<file path="src/rtl/pc_seq_ctrl.sv">
// pc_seq_ctrl: next-PC sequencer feeding the PC register.
//   Chooses pc_en/pc_din each cycle from stall, halt, jump, branch and
//   (optionally) exception inputs. A redirect seen while the pipe is stalled
//   is parked in a one-entry buffer and issued on stall release. Counts every
//   cycle the PC register loads.
// Build option: define PC_EXC_EN to enable exc_req/eret and the epc register.
//   Without it, exc_req/eret are ignored and epc reads 0.
// Ports:
//   clk, rst          clock (rising edge), async active-high reset
//   pc_q              current PC register value (feedback)
//   stall             pipeline stall, PC holds
//   br_taken/br_target, jmp/jmp_target   redirect requests
//   halt_req, resume  enter / leave HALT
//   exc_req, eret     exception entry / return (PC_EXC_EN)
//   pc_en, pc_din     combinational PC load enable and next value
//   halted            high while in HALT
//   redirect_pend     a buffered redirect waits for stall release
//   adv_cnt           count of cycles with pc_en=1 (wraps)
//   epc               saved exception PC
module pc_seq_ctrl #(
    parameter logic [31:0] RESET_VEC = 32'h0000_0000,
    parameter logic [31:0] EXC_VEC   = 32'h0000_4180,
    parameter int          CNT_W     = 32
) (
    input  logic             clk,
    input  logic             rst,
    input  logic [31:0]      pc_q,
    input  logic             stall,
    input  logic             br_taken,
    input  logic [31:0]      br_target,
    input  logic             jmp,
    input  logic [31:0]      jmp_target,
    input  logic             halt_req,
    input  logic             resume,
    input  logic             exc_req,
    input  logic             eret,
    output logic             pc_en,
    output logic [31:0]      pc_din,
    output logic             halted,
    output logic             redirect_pend,
    output logic [CNT_W-1:0] adv_cnt,
    output logic [31:0]      epc
);

    typedef enum logic [1:0] {RUN, STALL, HALT} state_t;

    // One-entry redirect buffer; exc marks an exception entry that only a
    // newer exception may replace.
    typedef struct packed {
        logic        vld;
        logic        exc;
        logic [31:0] addr;
    } pend_t;

    state_t      state;
    pend_t       pend;
    logic        exc_act;
    logic        eret_act;
    logic        redir_any;
    logic        exc_take;   // this cycle's PC load is an exception entry
    logic [31:0] sel;
    logic [31:0] epc_r;

`ifdef PC_EXC_EN
    assign exc_act  = exc_req;
    assign eret_act = eret;

    always_ff @(posedge clk or posedge rst) begin
        if (rst)
            epc_r <= '0;
        else if (exc_take)
            epc_r <= pc_q;
    end
`else
    logic unused_exc;
    assign unused_exc = exc_req ^ eret ^ exc_take;
    assign exc_act    = 1'b0;
    assign eret_act   = 1'b0;
    assign epc_r      = '0;
`endif

    assign redir_any     = exc_act | eret_act | jmp | br_taken;
    assign redirect_pend = pend.vld;
    assign epc           = epc_r;

    // Target priority: exception > eret > jump > branch > sequential.
    always_comb begin
        sel = pc_q + 32'd4;
        if (br_taken) sel = br_target;
        if (jmp)      sel = jmp_target;
        if (eret_act) sel = epc_r;
        if (exc_act)  sel = EXC_VEC;
        sel[1:0] = 2'b00;
    end

    always_comb begin
        pc_en    = 1'b0;
        pc_din   = sel;
        exc_take = 1'b0;
        if (rst) begin
            pc_din = RESET_VEC;
        end else begin
            case (state)
                RUN, STALL: begin
                    if (!stall && !halt_req) begin
                        pc_en = 1'b1;
                        // A parked redirect (RUN never holds one) beats
                        // anything arriving this cycle.
                        if (pend.vld) begin
                            pc_din   = pend.addr;
                            exc_take = pend.exc;
                        end else begin
                            exc_take = exc_act;
                        end
                    end
                end
                HALT: begin
                    if (exc_act) begin
                        pc_en    = 1'b1;
                        exc_take = 1'b1;
                    end
                end
                default: ;
            endcase
        end
    end

    always_ff @(posedge clk or posedge rst) begin
        if (rst) begin
            state   <= RUN;
            pend    <= '0;
            adv_cnt <= '0;
            halted  <= 1'b0;
        end else begin
            if (pc_en)
                adv_cnt <= adv_cnt + CNT_W'(1);
            case (state)
                RUN, STALL: begin
                    if (stall) begin
                        state <= STALL;
                        if (redir_any && (!pend.exc || exc_act))
                            pend <= '{vld: 1'b1, exc: exc_act, addr: sel};
                    end else begin
                        pend <= '0;
                        if (halt_req) begin
                            state  <= HALT;
                            halted <= 1'b1;
                        end else begin
                            state <= RUN;
                        end
                    end
                end
                HALT: begin
                    if (exc_act || resume) begin
                        state  <= RUN;
                        halted <= 1'b0;
                    end
                end
                default: begin
                    state  <= RUN;
                    halted <= 1'b0;
                end
            endcase
        end
    end

endmodule

</file>
<file path="config.mk">
export PLATFORM = sky130hd
export DESIGN_NAME = pc_seq_ctrl
export DESIGN_NICKNAME = d
export VERILOG_FILES = /design/src/rtl/pc_seq_ctrl.sv
export SDC_FILE = /design/constraint.sdc
export NUM_CORES = 1
export LEC_CHECK = 0
export BUFFER_PORTS_ARGS = -buffer_cell sky130_fd_sc_hd__clkbuf_2
export CAP_MARGIN = 0
export CORE_ASPECT_RATIO = 0.75
export CORE_MARGIN = 2
export CORE_UTILIZATION = 35
export CTS_BUF_LIST = sky130_fd_sc_hd__clkbuf_16
export DETAILED_ROUTE_END_ITERATION = 7
export SYNTH_ARGS = -nofsm -noshare
export SYNTH_HDL_FRONTEND = slang
export SYNTH_SLANG_ARGS = --single-unit
</file>
<file path="constraint.sdc">
create_clock -name clk -period 3.25 [get_ports clk]
set_clock_uncertainty 0.1 [all_clocks]
set_input_delay 0.4875 -clock clk [delete_from_list [all_inputs] [get_ports clk]]
set_output_delay 0.4875 -clock clk [all_outputs]
set_load 0.1 [all_outputs]
</file>
# After elaboration in Yosys (flattened, before gate mapping)
# Index checks and enable logic that the tools add are counted.
[totals]
ff_bits = 69
latchBits = 0
ram_bits = 0
mem_bits_ro = 0
in_bits = 105
word_cells = 43
n_memories = 0
[op_classes]
addsub = 2
n_mul = 0
n_div = 0
n_lt_le_gt_ge = 0
eq_ne = 6
shifts = 0
mux = 19
n_bitwise = 1
n_reduce_logical = 9
[ops]
columns = ["op", "count"]
rows = [
  ["32-bit two-way mux", 6],
  ["34-bit two-way mux", 2],
  ["32-bit by 1-bit adder with 32-bit output (second input constant)", 1],
  ["32-bit by 3-bit adder with 32-bit output (second input constant)", 1],
  ["1-bit two-way mux", 6],
  ["2-bit two-way mux", 3],
  ["2-bit inequality test (second input constant)", 3],
  ["2-bit one-hot mux with 2 select lines", 1],
  ["1-bit zero test", 3],
  ["3-bit AND reduction", 1],
  ["2-bit by 1-bit equality test with 1-bit output (second input constant)", 1],
  ["2-bit equality test (second input constant)", 1],
  ["1-bit logical AND", 2],
  ["2-bit zero test", 1],
  ["2-bit by 1-bit inequality test with 1-bit output (second input constant)", 1],
  ["1-bit one-hot mux with 2 select lines", 1],
  ["2-bit AND reduction", 1],
  ["2-bit OR reduction", 1],
  ["1-bit OR", 1],
]

# Depth between registers and ports, before layout
[logic_depth]
word_depth = 7
mapped_depth = 8
ltp_nobuf = 7

# Least setup slack after synthesis
# OpenSTA, ideal clock, no wires.
[synth_path]
path_type = "flip-flop to output port"
start = "reg pend, in the netlist redirect_pend"
end = "out pc_din[27]"
arrival_time_ns = 4.034
required_time_ns = 2.662
slack_ns = -1.371
path_stages_with_launch = 4
n_path_buf = 1
path_cell_list = "dfrtp_1 -> nand2_1 -> clkbuf_1 -> a311oi_1"
[synth_via]
elab_chain_cells = 4
[synth_lines]
columns = ["element", "line", "rtl"]
rows = [
  ["from (decl)", "56", "pend_t pend;"],
  ["from (signal assigned)", "142", "pend <= '{vld: 1'b1, exc: exc_act, addr: sel};"],
  ["32-bit two-way mux", "109", "if (pend.vld) begin"],
  ["32-bit two-way mux", "105", "if (!stall && !halt_req) begin"],
  ["32-bit two-way mux", "103", "case (state)"],
  ["32-bit two-way mux", "100", "if (rst) begin"],
  ["to (decl)", "38", "output logic [31:0] pc_din,"],
]
# No other way between the ends.

# Worst setup path in the final report
[layout_path]
start = "in pc_q[4]"
end = "out pc_din[21]"
[layout_via]
elab_chain_cells = 7
[layout_lines]
columns = ["element", "line", "rtl"]
rows = [
  ["from (decl)", "27", "input logic [31:0] pc_q,"],
  ["32-bit by 3-bit adder with 32-bit output *", "88", "sel = pc_q + 32'd4;"],
  ["32-bit two-way mux *", "89", "if (br_taken) sel = br_target;"],
  ["32-bit two-way mux *", "90", "if (jmp) sel = jmp_target;"],
  ["32-bit two-way mux", "109", ""],
  ["32-bit two-way mux", "105", ""],
  ["32-bit two-way mux *", "103", ""],
  ["32-bit two-way mux *", "100", ""],
]
# Every way passes the cells marked *; elsewhere a longest branch is shown, timed or not.

==> results_dict.tcl <==
set metrics [dict create \
    synthDominantCellAreaShare_pct 36.4 \
    finalCritPeriodShare_pct 96.6 \
    fin_setup_tns_ns 0 \
    ys.flop_type "dfrtp_1" \
    layout_common_cells "clkbuf_2 (134), nand2_1 (74), dfrtp_1 (66), nor2_1 (48)" \
    syn-instance-count 543 \
    total_power_uw 3160 \
    path_max_fanout 6 \
    crit_type "in2out" \
    tightest_slew_ns 0.725 \
    antenna_left 0 \
    top_usage_layer "met2" \
    die_x_um 135 \
    rsz0062_at_grt "false" \
    grtUsageMet2_pct 35.7 \
    drt_iter0_drc 237 \
    drc 0 \
    hold_viol 0 \
    hpwlAfterDp_mm 11.7 \
    maxCapViolCount 0 \
    use_met3_pct 4.23 \
    met1_usage_pct 29.3 \
    track_usage_pct 21.3 \
    rows 35 \
    clockBufferDepth 2 \
    area.growth.synth_to_final_pct 41.2 \
    synthArstFlopShare_pct 100 \
    setup_viol 0 \
    drive_gt1_share_pct 33.9 \
    min_period_ns 3.14 \
    synth_area_um2 4530 \
    cts_root_buf "clkbuf_16" \
    num_io_pins 204 \
    synth-edff-count 0 \
    powerDensity_nw_per_um2 494 \
    cp-end-kind "output port" \
    vias 4619 \
    start_kind "primary input" \
    postCtsHoldBufs 0 \
    first_pass_iters 6 \
    stdcell_area_um2 6400 \
    mostFrequentLayoutCell "clkbuf_2" \
    slew_viol_final 0 \
    fin_nets 822 \
    grt_max_degree 55 \
    clkLatencyLatePin_ns 0.32 \
    coreArea_um2 12500 \
    clock_sinks 66 \
    avgSynthCellArea_um2 8.35 \
    port_buffers 161 \
    required_ns 2.66 \
    reg2reg_slack_ns 0.72 \
    htree_levels 3 \
    wl_per_cell_um 16.7 \
    antenna_found_initial 0 \
    grt_pass1_wl_mm 23.2 \
    gp_congestion 0.855 \
    synthTopCellsByArea "dfrtp_1 (36%), xnor2_1 (6.6%), nand2_1 (6.2%), buf_4 (5.6%), nor2_1 (4.2%)" \
    arrival_ns 2.55 \
    yosys.area.top_type "dfrtp_1" \
    die_area_um2 13900 \
    max-slew-margin-rel_pct 51.7 \
    cts_buffers 9 \
    antenna_cells 0 \
    grt_remaining_overflow 0 \
    yosys_warnings 0 \
    hp-class "in2reg" \
    power.leakage_uw 0.00299 \
    clk_pin_slew_ns 0.06 \
    synthDistinctLibCells 58 \
    grt_pass1_vias 4470 \
    yosysSeqAreaShare_pct 36.4 \
    placed_cell_area_um2 6090 \
    die_y_um 103 \
    fmax_ghz 0.318 \
    start_util_pct 36.3 \
    cts_tree "done" \
    routed_wl_mm 14.8 \
    routed_via_density 5.21 \
    outcome "complete, no violations" \
    ys_ff_latch 66 \
    max-vdd-ir-drop_mv 0.282 \
]
-- cell type report --
type | instances | area [µm²]
Inverter | 12 | 48.8
Timing Repair Buffer | 191 | 1420
Clock buffer | 9 | 225
Multi-Input combinational cell | 435 | 2780
Tap cell | 166 | 208
Clock inverter | 7 | 62.6
Fill cell | 1208 | 6080
Sequential cell | 66 | 1650
-- registers in the layout, indices dropped and copies added (netlist names) --
name,flops
adv_cnt,32
halted,1
pend,30
redirect_pend,1
state,2
-- through the flow --
| stage | hold WS [ns] | cells | util [%] | setup WS (ns) |
|---|---|---|---|---|
| final | 0.369 | 886 | 51.3 | 0.110 |
| after floorplan | 0.349 | 576 | - | -0.379 |
| after detailed placement | 0.365 | 868 | 48.8 | 0.0832 |
| after global placement | 0.360 | 868 | 48.8 | 0.0712 |
| after global routing | 0.393 | 886 | 51.3 | 0.00588 |
| after CTS | 0.352 | 884 | 51.1 | 0.0830 |
-- per-layer routing --
| metal | vias up | wire (µm) |
|---|---|---|
| li1 | 2205 | - |
| met1 | 2251 | 6790 |
| met2 | 155 | 7030 |
| met3 | 8 | 852 |
| met4 | 0 | 112 |
| met5 | - | 0 |
-- power breakdown --
| group | switching [µW] | internal, µW | total, µW |
|---|---|---|---|
| registers | 65.6 | 897 | 962 |
| logic | 950 | 323 | 1270 |
| clock network | 340 | 585 | 925 |
| total | 1360 | 1800 | 3160 |
-- cells in the mapped netlist, drive strengths merged (3+ instances only) --
| cell | number |
|---|---|
| nor3b | 4 |
| a211oi | 14 |
| inv | 12 |
| o21ai | 27 |
| nor3 | 19 |
| xnor2 | 34 |
| xor2 | 19 |
| a22oi | 6 |
| o22ai | 6 |
| buf | 44 |
| o31ai | 8 |
| nand2 | 75 |
| clkbuf | 18 |
| o21a | 3 |
| a222oi | 4 |
| a311oi | 6 |
| a21oi | 22 |
| dfrtp | 66 |
| nand4 | 17 |
| and3 | 9 |
| mux2i | 5 |
| and2 | 7 |
| a22o | 6 |
| and4 | 7 |
| nor2 | 51 |
| nand3 | 24 |
-- cells by family after synthesis --
logic type | Yosys count | synth area share (%)
adders and majority gates | 2 | 0.552
AOI/OAI and AO/OA | 116 | 17.3
other | 1 | 0.0827
muxes | 6 | 1.35
buffers and inverters | 75 | 9.91
DFF | 66 | 36.4
and+or+nand+nor | 224 | 24.2
xor gates and xnor gates | 53 | 10.2
-- path summary, 6_finish.rpt --
| kind | depth (start not counted) | end | start |
|---|---|---|---|
| max | 9 | pc_din[21] | pc_q[4] |
| min | 4 | state[1] | resume |
| max reg2reg | 6 | adv_cnt[29] | state[1] |
| min reg2reg | 1 | adv_cnt[31] | adv_cnt[31] |
| max in group asynchronous | 4 | adv_cnt[6] | rst |
| min in group asynchronous | 3 | pend[27] | rst |
-- timing repair --
action	in CTS	in global routing
setup endpoints to repair	0	3
hold endpoints to repair	0	0
buffers inserted	0	2
resized for setup	0	2
-- critical path, cell delays in order --
cell and delay (ns):
clkbuf_2 0.14, nand4_1 0.17, or2_4 0.30, or4_1 0.54, xnor2_1 0.18, a222oi_1 0.10, buf_4 0.17, a211oi_4 0.24
buf_12 0.21
No activity file was read; power rests on OpenSTA's default activity.
